`src/rtl/pipe_stage_skid.sv`:
```
// pipe_stage_skid
// Generic skid-buffered pipeline stage register for the 8-bit core. It carries
// a control bundle and a data bundle across a valid/ready handshake. It holds
// up to two entries: the main register M drives the outputs, and the skid
// register S catches the entry that is in flight when downstream stalls.
//
// Ports:
//   clk, rst     clock (rising edge) and asynchronous active-high reset
//   flush        synchronous squash; empties the stage and drops the input
//   in_valid     upstream presents an entry
//   in_ready     stage can accept an entry (registered output)
//   in_ctrl      upstream control bundle
//   in_data      upstream data bundle
//   out_valid    stage holds an entry for downstream
//   out_ready    downstream accepts the entry
//   out_ctrl     stored control, forced to zero (NOP) while out_valid is 0
//   out_data     stored data, not gated by out_valid
//   occupancy    number of stored entries (0..2)
//   stall_cnt    saturating count of cycles with out_valid & !out_ready
module pipe_stage_skid #(
    parameter int CTRL_W     = 24,
    parameter int DATA_W     = 16,
    parameter bit CLEAR_DATA = 1'b1,
    parameter int CNT_W      = 16
) (
    input  logic              clk,
    input  logic              rst,
    input  logic              flush,
    input  logic              in_valid,
    output logic              in_ready,
    input  logic [CTRL_W-1:0] in_ctrl,
    input  logic [DATA_W-1:0] in_data,
    output logic              out_valid,
    input  logic              out_ready,
    output logic [CTRL_W-1:0] out_ctrl,
    output logic [DATA_W-1:0] out_data,
    output logic [1:0]        occupancy,
    output logic [CNT_W-1:0]  stall_cnt
);

    typedef enum logic [1:0] {
        EMPTY = 2'd0,
        ONE   = 2'd1,
        TWO   = 2'd2
    } state_t;

    state_t state_q, state_d;

    logic              rdy_q;
    logic [CTRL_W-1:0] m_ctrl_p1, s_ctrl_p1;
    logic [DATA_W-1:0] m_data_p1, s_data_p1;
    logic [CNT_W-1:0]  stall_q;

    logic vld_p1;
    logic accept;
    logic take;
    logic load_m_in;
    logic load_s_in;
    logic load_m_s;

    function automatic logic [CNT_W-1:0] sat_inc(input logic [CNT_W-1:0] v);
        logic [CNT_W-1:0] one;
        one = {{(CNT_W-1){1'b0}}, 1'b1};
        return (&v) ? v : v + one;
    endfunction

    assign vld_p1 = (state_q != EMPTY);
    assign accept = in_valid & rdy_q & ~flush;
    assign take   = vld_p1 & out_ready;

    always_comb begin
        state_d   = state_q;
        load_m_in = 1'b0;
        load_s_in = 1'b0;
        load_m_s  = 1'b0;
        case (state_q)
            EMPTY: begin
                if (accept) begin
                    load_m_in = 1'b1;
                    state_d   = ONE;
                end
            end
            ONE: begin
                if (accept && take) begin
                    load_m_in = 1'b1;
                end else if (accept) begin
                    load_s_in = 1'b1;
                    state_d   = TWO;
                end else if (take) begin
                    state_d   = EMPTY;
                end
            end
            TWO: begin
                // in_ready is low here, so only a take can move the state.
                if (take) begin
                    load_m_s = 1'b1;
                    state_d  = ONE;
                end
            end
            default: state_d = EMPTY;
        endcase
        // Flush overrides every handshake; register clearing is done below.
        if (flush) begin
            state_d   = EMPTY;
            load_m_in = 1'b0;
            load_s_in = 1'b0;
            load_m_s  = 1'b0;
        end
    end

    // ---- stage boundary: control state, in_ready flop, stall counter ----
    always_ff @(posedge clk or posedge rst) begin
        if (rst) begin
            state_q <= EMPTY;
            rdy_q   <= 1'b1;
            stall_q <= '0;
        end else begin
            state_q <= state_d;
            // Registered so that out_ready has no combinational path to in_ready.
            rdy_q   <= (state_d != TWO);
            if (vld_p1 && !out_ready && !flush) begin
                stall_q <= sat_inc(stall_q);
            end
        end
    end

    // ---- stage boundary: M and S payload registers ----
    always_ff @(posedge clk or posedge rst) begin
        if (rst) begin
            m_ctrl_p1 <= '0;
            m_data_p1 <= '0;
            s_ctrl_p1 <= '0;
            s_data_p1 <= '0;
        end else if (flush) begin
            m_ctrl_p1 <= '0;
            s_ctrl_p1 <= '0;
            if (CLEAR_DATA) begin
                m_data_p1 <= '0;
                s_data_p1 <= '0;
            end
        end else begin
            if (load_m_in) begin
                m_ctrl_p1 <= in_ctrl;
                m_data_p1 <= in_data;
            end else if (load_m_s) begin
                m_ctrl_p1 <= s_ctrl_p1;
                m_data_p1 <= s_data_p1;
            end
            if (load_s_in) begin
                s_ctrl_p1 <= in_ctrl;
                s_data_p1 <= in_data;
            end
        end
    end

    always_comb begin
        occupancy = 2'd0;
        case (state_q)
            ONE:     occupancy = 2'd1;
            TWO:     occupancy = 2'd2;
            default: occupancy = 2'd0;
        endcase
    end

    assign in_ready  = rdy_q;
    assign out_valid = vld_p1;
    assign out_ctrl  = vld_p1 ? m_ctrl_p1 : '0;
    assign out_data  = m_data_p1;
    assign stall_cnt = stall_q;

endmodule

```
`config.mk`:
```
export PLATFORM = sky130hd
export DESIGN_NAME = pipe_stage_skid
export DESIGN_NICKNAME = d
export VERILOG_FILES = /design/src/rtl/pipe_stage_skid.sv
export SDC_FILE = /design/constraint.sdc
export NUM_CORES = 1
export LEC_CHECK = 0
export BUFFER_PORTS_ARGS = -buffer_cell sky130_fd_sc_hd__buf_2
export CAP_MARGIN = 20
export CORE_ASPECT_RATIO = 0.9
export CORE_MARGIN = 2
export CORE_UTILIZATION = 49
export DETAILED_ROUTE_END_ITERATION = 6
export PLACE_DENSITY = 0.78
export SKIP_LAST_GASP = 1
export SLEW_MARGIN = 20
export SYNTH_ARGS = -nofsm -noshare
export SYNTH_HDL_FRONTEND = slang
export SYNTH_SLANG_ARGS = --single-unit
```
`constraint.sdc`:
```
create_clock -name clk -period 2.7 [get_ports clk]
set_input_delay 0.27 -clock clk [delete_from_list [all_inputs] [get_ports clk]]
set_output_delay 0.27 -clock clk [all_outputs]
set_load 0.03 [all_outputs]
```
==> metrics.md, run 1 <==
| Metric | Value |
|---|---|
| Root buf cell | `clkbuf_8` |
| Count of different cell masters after synthesis | `39` |
| Final HPWL DP | `6560 um` |
| Clock Latency Late Sink | `350 ps` |
| Worst rel slew slack | `31.2%` |
| DRT Pass-1 Iters | `4` |
| Post-Syn Nets | `471` |
| Rows | `33` |
| Die area | `10,300 sq um` |
| Area grow syn2layout | `18.0%` |
| Fillers | `774` |
| R2r setup slk | `370 ps` |
| I/O Buffers | `104` |
| CP delay by family, top | `compound AO/OA/AOI/OAI gates` |
| Syn. warnings | `0` |
| FF-to-FF Start | `state_q[0]` |
| Via count | `3,485` |
| CTS H-Tree Depth | `3` |
| Crit Path Category | `flip-flop to flip-flop` |
| Final WL | `10,100 um` |
| CTS max path bufs | `2` |
| Vias in the first global route | `3,506` |
| Die Ht | `96.7 um` |
| Initial detailed-routing violation count | `149` |
| Synthesized flop and latch total | `99` |
| Critical Path Fanout Max | `40` |
| Netlist Area Pre-Place | `4670 sq um` |
| Simple logic cell fraction of the synthesized area | `18.5%` |
| Largest net degree at the start of global routing | `100` |
| Cell Count, Final, Fillers Out | `646` |
| Crit-path max cell delay | `850 ps` |
| Gate Count Post-Synth | `425` |
| Post-CTS Setup Bufs | `0` |
| Clk sink count | `99` |
| Post-synthesis sequential area ratio | `53.0%` |
| Worst-path clk slew | `100 ps` |
| Xor and xnor area share after synthesis | `2.81%` |
| Placed cells | `630` |
| Post-synthesis compound-gate area fraction | `13.3%` |
| Share of layout cells above drive strength 1 | `26.1%` |
| RSZ-0062 raised after global routing | `false` |
| CORE AREA | `9210 sq um` |
| Crit path max-delay cell type | `o21bai_4` |
| First-pass GRT wire length | `17,100 um` |
| Crit path DAT | `2530 ps` |
| Fin worst setup slack | `366 ps` |
| Hold_ws | `53.0 ps` |
| Main combinational cell family by area after synthesis | `simple AND/OR/NAND/NOR gates` |
| Die Wd | `107 um` |
| Commonest cells after routing, fill and taps aside | `buf_2 (104), dfrtp_1 (98), nand2_1 (45), mux2i_1 (41)` |
| Endpoints failing setup | `0` |
| Worst slew pin tran | `1030 ps` |
| Synth async-reset ratio | `100%` |
| Post-synth EDFFs | `0` |
| VDD IR max | `0.365 mV` |
| Outcome | `finished clean` |
| Final period utilization | `86.4%` |
| Fraction of the mapped netlist area in adder cells | `0.268%` |
| Startpoint types | `flip-flop` |
| Proportion of synthesized area in mux cells | `9.02%` |
| Synthesized area per cell | `11.0 sq um` |
| Routed length per instance | `15.6 um` |
| TritonCTS Buffers | `9` |
| # IOs | `105` |
| Power per cell area | `549 nW/um^2` |
| MaxCap Viol Count | `0` |
| Antenna cell count | `0` |
| WP data required | `2890 ps` |
| CP Capture Type | `flip-flop` |
| Post-place setup slack | `358 ps` |
| Setup TNS after final layout | `0 ps` |
| Final #Nets | `565` |
| Count of final max-slew check failures | `0` |
| Final ANT Viol Nets | `0` |
| Instance count on the critical path | `5` |
| RePlAce Congestion | `0.826` |
| Total GRT Usage | `20.4%` |
| Initial Util | `50.8%` |
| CTS tree | `yes` |
| Resized cells post-CTS | `0` |
| Most common library cell in the layout ignoring fill and taps | `buf_2` |
| Crit path buffers/inverters | `1` |
| Max Clock Freq | `429 MHz` |
| Worst Reg-to-Reg Cells | `5` |
| Crit path launch | `state_q[0]` |
| Power Total | `3.03 mW` |
| Crit path time final | `2330 ps` |
| Final Hold Viols | `0` |
| Top_reg_cell synth | `dfrtp_1` |
| # DRC | `0` |
| Cts hold-fix bufs | `0` |
| Skew final | `11.8 ps` |
| Leak | `2.52 nW` |
| Vias per std cell | `5.39` |
| Reg-to-reg endpoint | `out_data[1]` |
| Critical path cell sequence | `nor2b_1 > nor3_4 > buf_4 > o21bai_4 > o2bb2ai_1` |
| Worst hold-check path type | `input port to asynchronous set/reset pin` |
| Overflow after GRT | `0` |
| Antenna violations before repair | `0` |
synth_stat cells, types with 2 or more instances:
library cell  number  area, sq um
nand3_1            4         20.0
o211ai_1           4         30.0
o21ai_0           33          165
inv_1              3         11.3
nand2_1           45          169
o21ai_1            8         40.0
xnor2_1           15          131
and3_1             5         31.3
nor2_1             2         7.51
and2_1             3         18.8
mux2i_1           41          410
buf_4              4         30.0
clkbuf_1          15         56.3
dfrtp_1           98         2450
buf_2              9         45.0
and4_1             3         26.3
a21oi_1            2         10.0
nor2b_1           27          169
nand2b_1          40          250
o2bb2ai_1         40          350
nand4_1            6         37.5
registers in the layout, indices dropped and copies added, names as in the netlist:
signal	count
in_ready	1
m_ctrl_p1	24
stall_cnt	16
s_data_p1	16
out_data	16
s_ctrl_p1	24
state_q	2
per-stage QoR:
step	area (sq um)	util (%)
after floorplan	4680	-
after global placement	5310	57.7
after detailed placement	5310	57.7
after CTS	5510	59.9
after global routing	5510	59.9
final	5510	59.9
layer usage:
metal / vias up / GRT usage, % / share of wire [%]
li1: 1675 / - / -
met3: 9 / 3.71 / 3.5
met5: - / 0 / 0
met2: 68 / 34.8 / 49
met4: 0 / 4.80 / 1.0
met1: 1733 / 27.1 / 46
cell type report:
type	count	area (sq um)	area share [%]
clock buffer	13	159	2.88
sequential	99	2480	45.0
clock inverter	3	46.3	0.840
inverter	3	15.0	0.272
timing repair buffer	112	593	10.8
multi-input combinational	294	2070	37.5
tap	122	153	2.77
worst max path at each step:
stage,end,slack (ps)
floorplan,stall_cnt[1],860
global placement,m_ctrl_p1[15],450
detailed placement,out_data[13],360
CTS,out_data[1],330
global route,m_ctrl_p1[18],160
finish,out_data[1],370
worst min-delay path, delay by kind of cell:
kind,cells,cell delay (ps)
buffers and inverters,3,590
power breakdown:
| part | leakage (nW) | internal, mW | switching (mW) |
|---|---|---|---|
| sequential | 1.36 | 1.54 | 0.0589 |
| clock | 0.0998 | 0.483 | 0.502 |
| combinational | 1.05 | 0.161 | 0.280 |
| total | 2.52 | 2.19 | 0.841 |
cell families (layout without fill, tap and decap cells):
group	Yosys count	count (layout)
AO/OA/AOI/OAI	90	90
XOR/XNOR	15	15
adder cells (fa/ha/maj)	1	1
buffers and inverters	32	131
flip-flops	99	99
multiplexers	42	42
AND/OR/NAND/NOR	146	146
Power figures use the tool's default switching activity.
==> run 2, diff against run 1 <==
ABC_AREA = 0   (was unset)
MAX_ROUTING_LAYER = met4   (was unset)
RECOVER_POWER = 100   (was unset)
==> metrics.md, run 2 (synthesis gave the netlist of run 1 again) <==
| Metric | Value |
|---|---|
| Reg-to-reg endpoint | `out_data[1]` |
| Worst rel slew slack | `-46.2% (-77 points)` |
| Critical Path Fanout Max | `40 (unchanged)` |
| Setup TNS after final layout | `0 ps (unchanged)` |
| Count of final max-slew check failures | `100 (+100)` |
| Largest net degree at the start of global routing | `100 (unchanged)` |
| Share of layout cells above drive strength 1 | `13.7% (-12 points)` |
| Leak | `2.24 nW (-11%)` |
| Hold Path Origin | `in_data[5]` |
| VDD IR max | `0.364 mV (-0.31%)` |
| Area grow syn2layout | `15.0%` |
| Final #Nets | `565 (unchanged)` |
| CP Capture Type | `flip-flop` |
| Outcome | `finished, violations left` |
| Routed length per instance | `15.6 um (about the same)` |
| Fin worst setup slack | `278 ps (-88.1 ps)` |
| Critical path cell sequence | `nor2b_1 > nor3_4 > clkbuf_4 > o21bai_4 > o2bb2ai_1` |
| FF-to-FF Start | `state_q[0]` |
| Initial Util | `50.8% (unchanged)` |
| Max Clock Freq | `413 MHz (-3.6%)` |
| Crit path buffers/inverters | `1 (unchanged)` |
| Cells on Worst Hold Path | `3` |
| Worst Reg-to-Reg Cells | `5 (unchanged)` |
| First-pass GRT wire length | `17,100 um (-0.28%)` |
| Hold_ws | `130 ps (+77.4 ps)` |
| Worst hold-check path type | `input port to flip-flop` |
| Overflow after GRT | `0 (unchanged)` |
| Initial detailed-routing violation count | `135 (-9.4%)` |
| Cts hold-fix bufs | `0 (unchanged)` |
| Die Ht | `96.7 um (unchanged)` |
| Final ANT Viol Nets | `0 (unchanged)` |
| Crit-path max cell delay | `890 ps (+40 ps)` |
| Post-CTS Setup Bufs | `0 (unchanged)` |
| R2r setup slk | `280 ps (-90 ps)` |
| Crit path DAT | `2610 ps (+80 ps)` |
| Rows | `33 (unchanged)` |
| Endpoints failing setup | `0 (unchanged)` |
| Via count | `3,462 (-0.66%)` |
| CTS H-Tree Depth | `3 (unchanged)` |
| Fillers | `825 (+6.6%)` |
| Worst-path clk slew | `100 ps (about the same)` |
| Total GRT Usage | `20.9% (+0.52 points)` |
| Clk sink count | `99 (unchanged)` |
| CP delay by family, top | `compound AO/OA/AOI/OAI gates` |
| CORE AREA | `9210 sq um (unchanged)` |
| Startpoint types | `flip-flop` |
| RePlAce Congestion | `0.838 (+1.5%)` |
| Final Hold Viols | `0 (unchanged)` |
| Final HPWL DP | `6560 um (unchanged)` |
| Crit path max-delay cell type | `o21bai_4` |
| Final period utilization | `89.7% (+3.3 points)` |
| RSZ-0062 raised after global routing | `false` |
| # IOs | `105 (unchanged)` |
| Reg area | `2480 sq um (unchanged)` |
| WP data required | `2890 ps (about the same)` |
| DRT Pass-1 Iters | `4 (unchanged)` |
| Crit path time final | `2420 ps (+88.1 ps)` |
| Power per cell area | `558 nW/um^2 (+1.7%)` |
| Failing checks | `capacitance limit, slew limit` |
| Clock Latency Late Sink | `350 ps (about the same)` |
| Commonest cells after routing, fill and taps aside | `dfrtp_1 (98), clkbuf_1 (62), nand2_1 (45), buf_2 (45), mux2i_1 (41)` |
| Die Wd | `107 um (unchanged)` |
| Multi-input logic area | `2030 sq um (-1.9%)` |
| TritonCTS Buffers | `9 (unchanged)` |
| Root buf cell | `clkbuf_8` |
| I/O Buffers | `104 (unchanged)` |
| Worst slew pin tran | `2190 ps (+1160 ps)` |
| MaxCap Viol Count | `1 (+1)` |
| CTS max path bufs | `2 (unchanged)` |
| Worst Hold Endpoint | `s_data_p1[5]` |
| Top Registers | `m_ctrl_p1 (24), s_ctrl_p1 (24)` |
| Most common library cell in the layout ignoring fill and taps | `dfrtp_1` |
| Die area | `10,300 sq um (unchanged)` |
| Skew final | `11.1 ps (-0.746 ps)` |
| Antenna cell count | `0 (unchanged)` |
| # DRC | `0 (unchanged)` |
| Vias in the first global route | `3,511 (+0.14%)` |
| Resized cells post-CTS | `0 (unchanged)` |
| Antenna violations before repair | `0 (unchanged)` |
| CTS tree | `yes` |
| Final WL | `10,100 um (about the same)` |
| Vias per std cell | `5.36 (-0.66%)` |
| Post-place setup slack | `358 ps (unchanged)` |
| Crit Path Category | `flip-flop to flip-flop` |
## run 2: cell count changes in the layout (fill, tap and decap cells not counted), moves of 2 or more
cell / delta
buf_2: -59
buf_4: -4
clkbuf_1: +60
clkbuf_2: +3
nor4b_1: +2
o21ai_0: +6
o21ai_1: -6
## run 2: how the worst max path moves through the flow
stage | startpoint | end | slack (ps) | depth (start not counted)
floorplan | stall_cnt[0] | stall_cnt[1] | 860 | 5
global placement | state_q[0] | m_ctrl_p1[15] | 450 | 5
detailed placement | state_q[0] | out_data[13] | 360 | 5
CTS | state_q[0] | out_data[1] | 330 | 5
global route | state_q[0] | m_ctrl_p1[18] | 90 | 5
finish | state_q[0] | out_data[1] | 280 | 5
## run 2: tightest hold or removal path, stage by stage
cell     delay, ps
buf_2           90
nand2_1         40
o21ai_0         50
## run 2: cell type report
type                            instances  share of cell area [%]
Tap cell                              122                    2.84
Sequential cell                        99                    46.1
Timing Repair Buffer                  112                    9.22
Multi-Input combinational cell        294                    37.7
Clock buffer                           13                    2.96
Inverter                                3                   0.279
Clock inverter                          3                   0.861
## run 2: metrics by stage
step | total power [mW] | util [%] | cell area [sq um] | cells
after global placement | 2.07 | 57.7 | 5310 | 630
after global routing | 3.14 | 58.4 | 5380 | 646
final | 3.00 | 58.4 | 5380 | 646
after detailed placement | 2.08 | 57.7 | 5310 | 630
after CTS | 3.07 | 59.9 | 5510 | 646
after floorplan | 1.92 | - | 4680 | 425
## run 2: report_power, final
group	leakage (nW)	internal [mW]	switching, mW
clock network	0.0998	0.483	0.499
logic	0.777	0.142	0.276
registers	1.36	1.54	0.0601
total	2.24	2.17	0.835
## run 2: layer usage
metal  GRT usage (%)  part of all wire (%)  vias to the layer above
li1                -                     -                     1677
met1            26.8                    46                     1710
met2            34.9                    49                       70
met3            3.71                   3.6                        5
met4            4.80                  0.69                        0
met5               -                     0                        -
